--- config.mk ---
export PLATFORM = sky130hd
export DESIGN_NAME = mem_port_arbiter
export DESIGN_NICKNAME = d
export VERILOG_FILES = /design/src/rtl/mem_port_arbiter.sv
export SDC_FILE = /design/constraint.sdc
export NUM_CORES = 1
export LEC_CHECK = 0
export ABC_AREA = 1
export ABC_CLOCK_PERIOD_IN_PS = 3500
export CORE_MARGIN = 2
export CORE_UTILIZATION = 41
export DETAILED_ROUTE_END_ITERATION = 6
export MAX_ROUTING_LAYER = met4
export PLACE_DENSITY = 0.95
export SYNTH_ARGS = -nofsm -noshare
export SYNTH_HDL_FRONTEND = slang
export SYNTH_SLANG_ARGS = --single-unit
--- constraint.sdc ---
create_clock -name clk_i -period 3.5 [get_ports clk_i]
set_input_delay 0.7 -clock clk_i [delete_from_list [all_inputs] [get_ports clk_i]]
set_output_delay 0.7 -clock clk_i [all_outputs]
set_load 0.1 [all_outputs]
--- src/rtl/mem_port_arbiter.sv ---
// Arbitrates an instruction-fetch port and a load/store port onto one memory port,
// one outstanding access at a time. Define MEM_ARB_STARVE_GUARD_EN to bound data-port priority.
module mem_port_arbiter #(
  parameter int unsigned MAX_DATA_GRANTS = 4
) (
  input  logic        clk_i,
  input  logic        rst_i,
  input  logic        instr_req_i,
  input  logic [31:0] instr_addr_i,
  output logic        instr_gnt_o,
  output logic        instr_rvalid_o,
  input  logic        data_req_i,
  input  logic        data_we_i,
  input  logic [3:0]  data_be_i,
  input  logic [31:0] data_addr_i,
  input  logic [31:0] data_wdata_i,
  output logic        data_gnt_o,
  output logic        data_rvalid_o,
  output logic [31:0] rdata_o,
  output logic        mem_req_o,
  output logic        mem_we_o,
  output logic [3:0]  mem_be_o,
  output logic [31:0] mem_addr_o,
  output logic [31:0] mem_wdata_o,
  input  logic        mem_gnt_i,
  input  logic        mem_rvalid_i,
  input  logic [31:0] mem_rdata_i
);

  if (MAX_DATA_GRANTS < 1 || MAX_DATA_GRANTS > 15) begin : g_param_check
    $error("MAX_DATA_GRANTS must be in 1..15");
  end

  typedef enum logic [1:0] {IDLE, REQ, WAIT} state_e;

  state_e      state_q, state_d;
  logic        owner_q, owner_d;  // 1 = data port, 0 = instruction port
  logic        we_q, we_d;
  logic [3:0]  be_q, be_d;
  logic [31:0] addr_q, addr_d;
  logic [31:0] wdata_q, wdata_d;
  logic        any_req, sel_data, force_instr, cur_owner, req_act, gnt_act, rsp_act;

`ifdef MEM_ARB_STARVE_GUARD_EN
  logic [3:0] starve_q, starve_d;

  assign force_instr = instr_req_i && (starve_q == 4'(MAX_DATA_GRANTS));

  always_comb begin
    starve_d = starve_q;
    if (data_gnt_o) starve_d = instr_req_i ? starve_q + 4'd1 : 4'd0;
    else if (instr_gnt_o) starve_d = 4'd0;
  end

  always_ff @(posedge clk_i) begin
    if (rst_i) starve_q <= 4'd0;
    else       starve_q <= starve_d;
  end
`else
  assign force_instr = 1'b0;
`endif

  always_comb begin
    any_req   = instr_req_i | data_req_i;
    sel_data  = data_req_i & ~force_instr;
    state_d   = state_q;
    owner_d   = owner_q;
    we_d      = we_q;
    be_d      = be_q;
    addr_d    = addr_q;
    wdata_d   = wdata_q;
    req_act   = 1'b0;
    cur_owner = owner_q;
    case (state_q)
      IDLE: begin
        if (any_req) begin
          // Selection is combinational so the request leaves in the same cycle.
          req_act   = 1'b1;
          cur_owner = sel_data;
          owner_d   = sel_data;
          we_d      = sel_data ? data_we_i    : 1'b0;
          be_d      = sel_data ? data_be_i    : 4'hF;
          addr_d    = sel_data ? data_addr_i  : instr_addr_i;
          wdata_d   = sel_data ? data_wdata_i : 32'd0;
          state_d   = mem_gnt_i ? WAIT : REQ;
        end
      end
      REQ: begin
        req_act = 1'b1;
        if (mem_gnt_i) state_d = WAIT;
      end
      WAIT: begin
        if (mem_rvalid_i) state_d = IDLE;
      end
      default: state_d = IDLE;
    endcase
    if (rst_i) req_act = 1'b0;
  end

  assign gnt_act        = mem_gnt_i & req_act;
  assign rsp_act        = (state_q == WAIT) & mem_rvalid_i & ~rst_i;
  assign instr_gnt_o    = gnt_act & ~cur_owner;
  assign data_gnt_o     = gnt_act & cur_owner;
  assign instr_rvalid_o = rsp_act & ~owner_q;
  assign data_rvalid_o  = rsp_act & owner_q;
  assign rdata_o        = rst_i ? 32'd0 : mem_rdata_i;
  assign mem_req_o      = req_act;
  // Request fields come from the captured copy, so they hold even if the requester lets go.
  assign mem_we_o       = req_act ? we_d    : 1'b0;
  assign mem_be_o       = req_act ? be_d    : 4'h0;
  assign mem_addr_o     = req_act ? addr_d  : 32'd0;
  assign mem_wdata_o    = req_act ? wdata_d : 32'd0;

  always_ff @(posedge clk_i) begin
    if (rst_i) begin
      state_q <= IDLE;
      owner_q <= 1'b0;
    end else begin
      state_q <= state_d;
      owner_q <= owner_d;
    end
  end

  always_ff @(posedge clk_i) begin
    we_q    <= we_d;
    be_q    <= be_d;
    addr_q  <= addr_d;
    wdata_q <= wdata_d;
  end

endmodule
==> results of run 1 <==
## power by group through the flow
stage	clock network, mW	logic [mW]	registers, mW
final	0.681	1.76	0.985
after global placement	0	1.71	0.993
after detailed placement	0	1.75	1.00
after global routing	0.727	1.84	0.994
after floorplan	0	1.07	0.990
after CTS	0.688	1.76	0.984
## through the flow
stage / util [%] / total power [mW] / hold WS [ns] / std cells
after floorplan: - / 2.06 / 0.415 / 712
after CTS: 80.9 / 3.43 / 0.454 / 1078
after global placement: 78.7 / 2.70 / 0.423 / 1062
after global routing: 80.9 / 3.56 / 0.469 / 1079
after detailed placement: 78.7 / 2.75 / 0.431 / 1062
final: 80.9 / 3.42 / 0.450 / 1079
## layer usage
metal	track usage (%)	wire length [um]	vias up
li1	-	-	2470
met1	26.9	5270	2274
met2	52.3	7990	214
met3	5.83	1010	42
met4	15.0	576	0
met5	-	0	-
## sequential cells by signal, summed over array words and instances, names as in the netlist
| name | flops |
|---|---|
| be_q | 4 |
| state_q | 2 |
| addr_q | 32 |
| owner_q | 1 |
| wdata_q | 32 |
| we_q | 1 |
## worst reg2reg max path: stages (launching register included)
cell     delay, ns
dfxtp_1       0.36
nor2_2        0.18
buf_4         0.41
nand2_1       0.19
a21oi_1       0.22
## cell usage after synthesis, drive strengths merged
cell type / number / area share, %
a21oi: 36 / 4.5
buf: 29 / 4.1
clkbuf: 7 / 0.65
dfxtp: 72 / 36
inv: 175 / 16
nand2: 277 / 26
nand3: 34 / 4.2
nand3b: 5 / 0.93
nand4: 1 / 0.16
nor2: 76 / 7.3
## area by class of cell
| type | count | area, um2 |
|---|---|---|
| antenna | 1 | 2.50 |
| multi-input combinational | 429 | 1730 |
| sequential | 72 | 1440 |
| timing repair buffer | 253 | 3590 |
| fill | 575 | 1840 |
| tap | 133 | 166 |
| clock buffer | 9 | 124 |
| clock inverter | 7 | 80.1 |
| inverter | 175 | 659 |
## final timing paths
check | startpoint | end | slack (ns) | cells past startpoint
worst min-delay path | wdata_q[18] | wdata_q[18] | 0.45 | 2
worst min register to register | wdata_q[18] | wdata_q[18] | 0.45 | 2
worst max-delay path | instr_req_i | data_gnt_o | 0.45 | 8
worst max register to register | state_q[1] | owner_q | 2.05 | 4
## logic make-up after synthesis
| kind of cell | after synthesis | share of synthesized area [%] |
|---|---|---|
| AOI/OAI and AO/OA | 36 | 4.48 |
| and+or+nand+nor | 393 | 38.6 |
| DFF | 72 | 35.8 |
| buffers and inverters | 211 | 21.1 |
==> impl_metrics.env, run 1 <==
export IMPL_clock_fmax_mhz=328
export IMPL_path_class="input port to output pin"
export IMPL_die_h_um=103
export IMPL_fin_nets=1079
export IMPL_p_switching_mw=1.52
export IMPL_period_needed_ns=3.05
export IMPL_synth_seq_cells=72
export IMPL_cts_tree="yes"
export IMPL_cpPeakStageDelay_ns=0.44
export IMPL_seq_area_frac_synth_pct=35.8
export IMPL_cts_setup_buffers=0
export IMPL_path_delay_family="buffers and inverters"
export IMPL_syn_area_per_cell_um2=5.65
export IMPL_p_leak_nw=4.23
export IMPL_finalCritPeriodShare_pct=87.1
export IMPL_grt_remaining_overflow=0
export IMPL_clockPowerShare_pct=19.9
export IMPL_critical_path_arrival_ns=2.35
export IMPL_cp_slowest_cell="clkdlybuf4s50_1"
export IMPL_ctsResizeCount=0
export IMPL_crit_fanout=29
export IMPL_synth_nets=851
export IMPL_setup_worst_path_start_class="input port"
export IMPL_cp_common_cell="nand2_1"
export IMPL_setup_viol=0
export IMPL_pre_cts_ws_ns=0.470
export IMPL_yosys_warnings=0
export IMPL_hold_class="flip-flop to flip-flop"
export IMPL_viasPerCell=4.63
export IMPL_cts_buffers=9
export IMPL_power_frac_comb_pct=51.3
export IMPL_h_tree_depth=3
export IMPL_skew_ns=0.0107
export IMPL_pwr_share_seq_pct=28.8
export IMPL_io_pins=245
export IMPL_clkLatencyLatePin_ns=0.34
export IMPL_area_delta_synth_final_pct=93.8
export IMPL_first_pass_iters=4
export IMPL_outcome="completed"
export IMPL_cts_sinks=72
export IMPL_port_buffers=244
export IMPL_drive_above_1_share_pct=14.6
export IMPL_final_area_mm2=0.00780
export IMPL_slew_viol_final=0
export IMPL_start_util_pct=41.7
export IMPL_cap_violations=0
export IMPL_netlist_area_mm2=0.00402
export IMPL_intPower_mw=1.90
export IMPL_routedWlPerCell_um=13.8
export IMPL_clockBufferDepth=2
export IMPL_hold_violations=0
export IMPL_antenna_found_initial=1
export IMPL_rows=36
export IMPL_groute_usage_overall_pct=28.1
export IMPL_synth_cell_types=15
export IMPL_setup_ws_ns=0.452
export IMPL_final_common_cell="nand2_1"
export IMPL_postCtsHoldBufs=0
export IMPL_synthCells=712
export IMPL_crit_required_ns=2.80
export IMPL_grt_pass1_vias=5101
export IMPL_dpl_cell_area_mm2=0.00759
export IMPL_die_area_mm2=0.0106
export IMPL_place_hpwl_um=11400
export IMPL_p_sw_share_pct=44.3
export IMPL_rsz0062_at_grt="no"
export IMPL_ant_nets=0
export IMPL_drtIter0Drc=226
export IMPL_drc=0
export IMPL_tns_ns=0
export IMPL_path_cells="clkdlybuf4s50_1 -> inv_1 -> nand2_1 -> nand2_2 -> buf_4 -> nand2_1 -> a21oi_1 -> buf_12"
export IMPL_core_area_mm2=0.00964
export IMPL_grt_pass1_wl_um=22600
export IMPL_root_buffer="clkbuf_8"
export IMPL_num_vias=5000
export IMPL_cp_num_buf_inv=4
export IMPL_gp_congestion=0.807
export IMPL_vdd_ir_drop_worst_mv=0.251
export IMPL_worstMarginPinSlew_ns=0.423
export IMPL_powerDensity_mw_per_mm2=439
export IMPL_wl_um=14800
export IMPL_die_w_um=103
export IMPL_slew_headroom_pct=71.8
export IMPL_final_cell_mix="nand2_1, inv_1, clkdlybuf4s50_1, buf_12, nor2_1"
export IMPL_grt_max_degree=72
export IMPL_endpoint_kind="output pin"
export IMPL_clk_pin_slew_ns=0.08
No activity file was read; power rests on OpenSTA's default activity.
==> run 2: changes to the inputs <==
- CORE_MARGIN: 2 -> not set
==> run 2 against run 1 <==
Compared with the run above: clock skew down 0.0029 ns; clock-buffer cell count up 1; total power down 1.1%; critical path depth down 1; via count down 1.1%; setup slack worse by 0.0012 ns; non-clock buffer count down 1; global-route usage up 2.2 points; die area down 3.8%; flip-flop and latch count unchanged; first-iteration DRC count down 17%; largest cell class unchanged.
==> impl_metrics.env, run 2 (synthesis gave the netlist of run 1 again) <==
export IMPL_outcome="completed"
export IMPL_setup_worst_path_start_class="input port"
export IMPL_antenna_found_initial=0
export IMPL_setup_ws_ns=0.451
export IMPL_endpoint_kind="output pin"
export IMPL_grt_max_degree=69
export IMPL_fin_nets=1078
export IMPL_rsz0062_at_grt="no"
export IMPL_clock_fmax_mhz=328
export IMPL_cts_sinks=72
export IMPL_powerDensity_mw_per_mm2=436
export IMPL_grt_remaining_overflow=0
export IMPL_routedWlPerCell_um=13.8
export IMPL_busiest_layer="met2"
export IMPL_dp_cells=1057
export IMPL_cts_setup_buffers=0
export IMPL_met3_usage_pct=5.76
export IMPL_drc=0
export IMPL_setup_viol=0
export IMPL_crit_fanout=44
export IMPL_tns_ns=0
export IMPL_first_pass_iters=4
export IMPL_place_hpwl_um=11600
export IMPL_rows=35
export IMPL_met1_usage_pct=28.6
export IMPL_grt_pass1_vias=5047
export IMPL_io_pins=245
export IMPL_num_vias=4943
export IMPL_skew_ns=0.00776
export IMPL_die_h_um=101
export IMPL_wl_um=14800
export IMPL_num_antenna_cells=0
export IMPL_drive_above_1_share_pct=14.4
export IMPL_clkLatencyLatePin_ns=0.34
export IMPL_gp_congestion=0.821
export IMPL_root_buffer="clkbuf_8"
export IMPL_ant_nets=0
export IMPL_final_common_cell="nand2_1"
export IMPL_path_class="input port to output pin"
export IMPL_die_w_um=101
export IMPL_area_delta_synth_final_pct=92.9
export IMPL_hold_violations=0
export IMPL_worstMarginPinSlew_ns=0.730
export IMPL_power_mw=3.38
export IMPL_gr_usage_met2_pct=58.8
export IMPL_period_needed_ns=3.05
export IMPL_p_leak_nw=4.22
export IMPL_cts_tree="yes"
export IMPL_grt_pass1_wl_um=23300
export IMPL_pre_cts_ws_ns=0.500
export IMPL_drtIter0Drc=188
export IMPL_hold_slack_ns=0.447
export IMPL_hold_class="flip-flop to flip-flop"
export IMPL_clk_pin_slew_ns=0.08
export IMPL_finalCritPeriodShare_pct=87.1
export IMPL_groute_usage_overall_pct=30.3
export IMPL_clockBufferDepth=2
export IMPL_vdd_ir_drop_worst_mv=0.360
export IMPL_final_cell_mix="nand2_1, inv_1, clkdlybuf4s50_1, buf_12, nor2_1"
export IMPL_cts_buffers=9
export IMPL_viasPerCell=4.61
export IMPL_ctsResizeCount=0
export IMPL_start_util_pct=42.9
export IMPL_crit_required_ns=2.80
export IMPL_critical_path_arrival_ns=2.35
export IMPL_port_buffers=244
export IMPL_fin_cells=1073
export IMPL_slew_viol_final=0
export IMPL_biggestRegsByFlops="addr_q: 32 flops, wdata_q: 32 flops, be_q: 4 flops"
export IMPL_cap_violations=0
export IMPL_postCtsHoldBufs=0
export IMPL_core_area_mm2=0.00937
export IMPL_die_area_mm2=0.0102
export IMPL_slew_headroom_pct=51.3
export IMPL_h_tree_depth=3
[run 2: stage by stage]
step	util, %	cell area [um2]
floorplan	-	4020
global placement	80.7	7560
detailed placement	80.7	7560
CTS	82.8	7760
global route	82.8	7760
finish	82.8	7760
[run 2: path summary, 6_finish.rpt]
path | cells past startpoint | end | slack [ns] | startpoint
worst max-delay path | 7 | mem_wdata_o[6] | 0.45 | instr_req_i
worst min-delay path | 2 | wdata_q[20] | 0.45 | wdata_q[20]
worst max register to register | 5 | be_q[1] | 2.13 | state_q[1]
worst min register to register | 2 | wdata_q[20] | 0.45 | wdata_q[20]
[run 2: routing by layer]
layer | vias to the layer above | routed length, um
li1 | 2471 | -
met1 | 2218 | 5210
met2 | 216 | 8310
met5 | - | 0
met4 | 0 | 495
met3 | 38 | 815
[run 2: worst max-delay path, cell delays in order]
cell             delay, ns
clkdlybuf4s50_1       0.46
nor2_2                0.17
nand2_1               0.13
nand2_2               0.09
buf_4                 0.41
a21oi_1               0.17
buf_12                0.21
[run 2: layout make-up]
type / count / area [um2]
Timing Repair Buffer: 252 / 3570
Multi-Input combinational cell: 429 / 1730
Fill cell: 535 / 1610
Sequential cell: 72 / 1440
Inverter: 175 / 659
Tap cell: 129 / 161
Clock buffer: 10 / 128
Clock inverter: 6 / 68.8
[run 2: power by group]
part | internal (mW) | leakage [nW] | switching (mW) | total (mW)
registers | 0.947 | 0.604 | 0.0366 | 0.984
clock network | 0.333 | 0.0968 | 0.317 | 0.650
logic | 0.617 | 3.52 | 1.13 | 1.75
total | 1.90 | 4.22 | 1.49 | 3.38
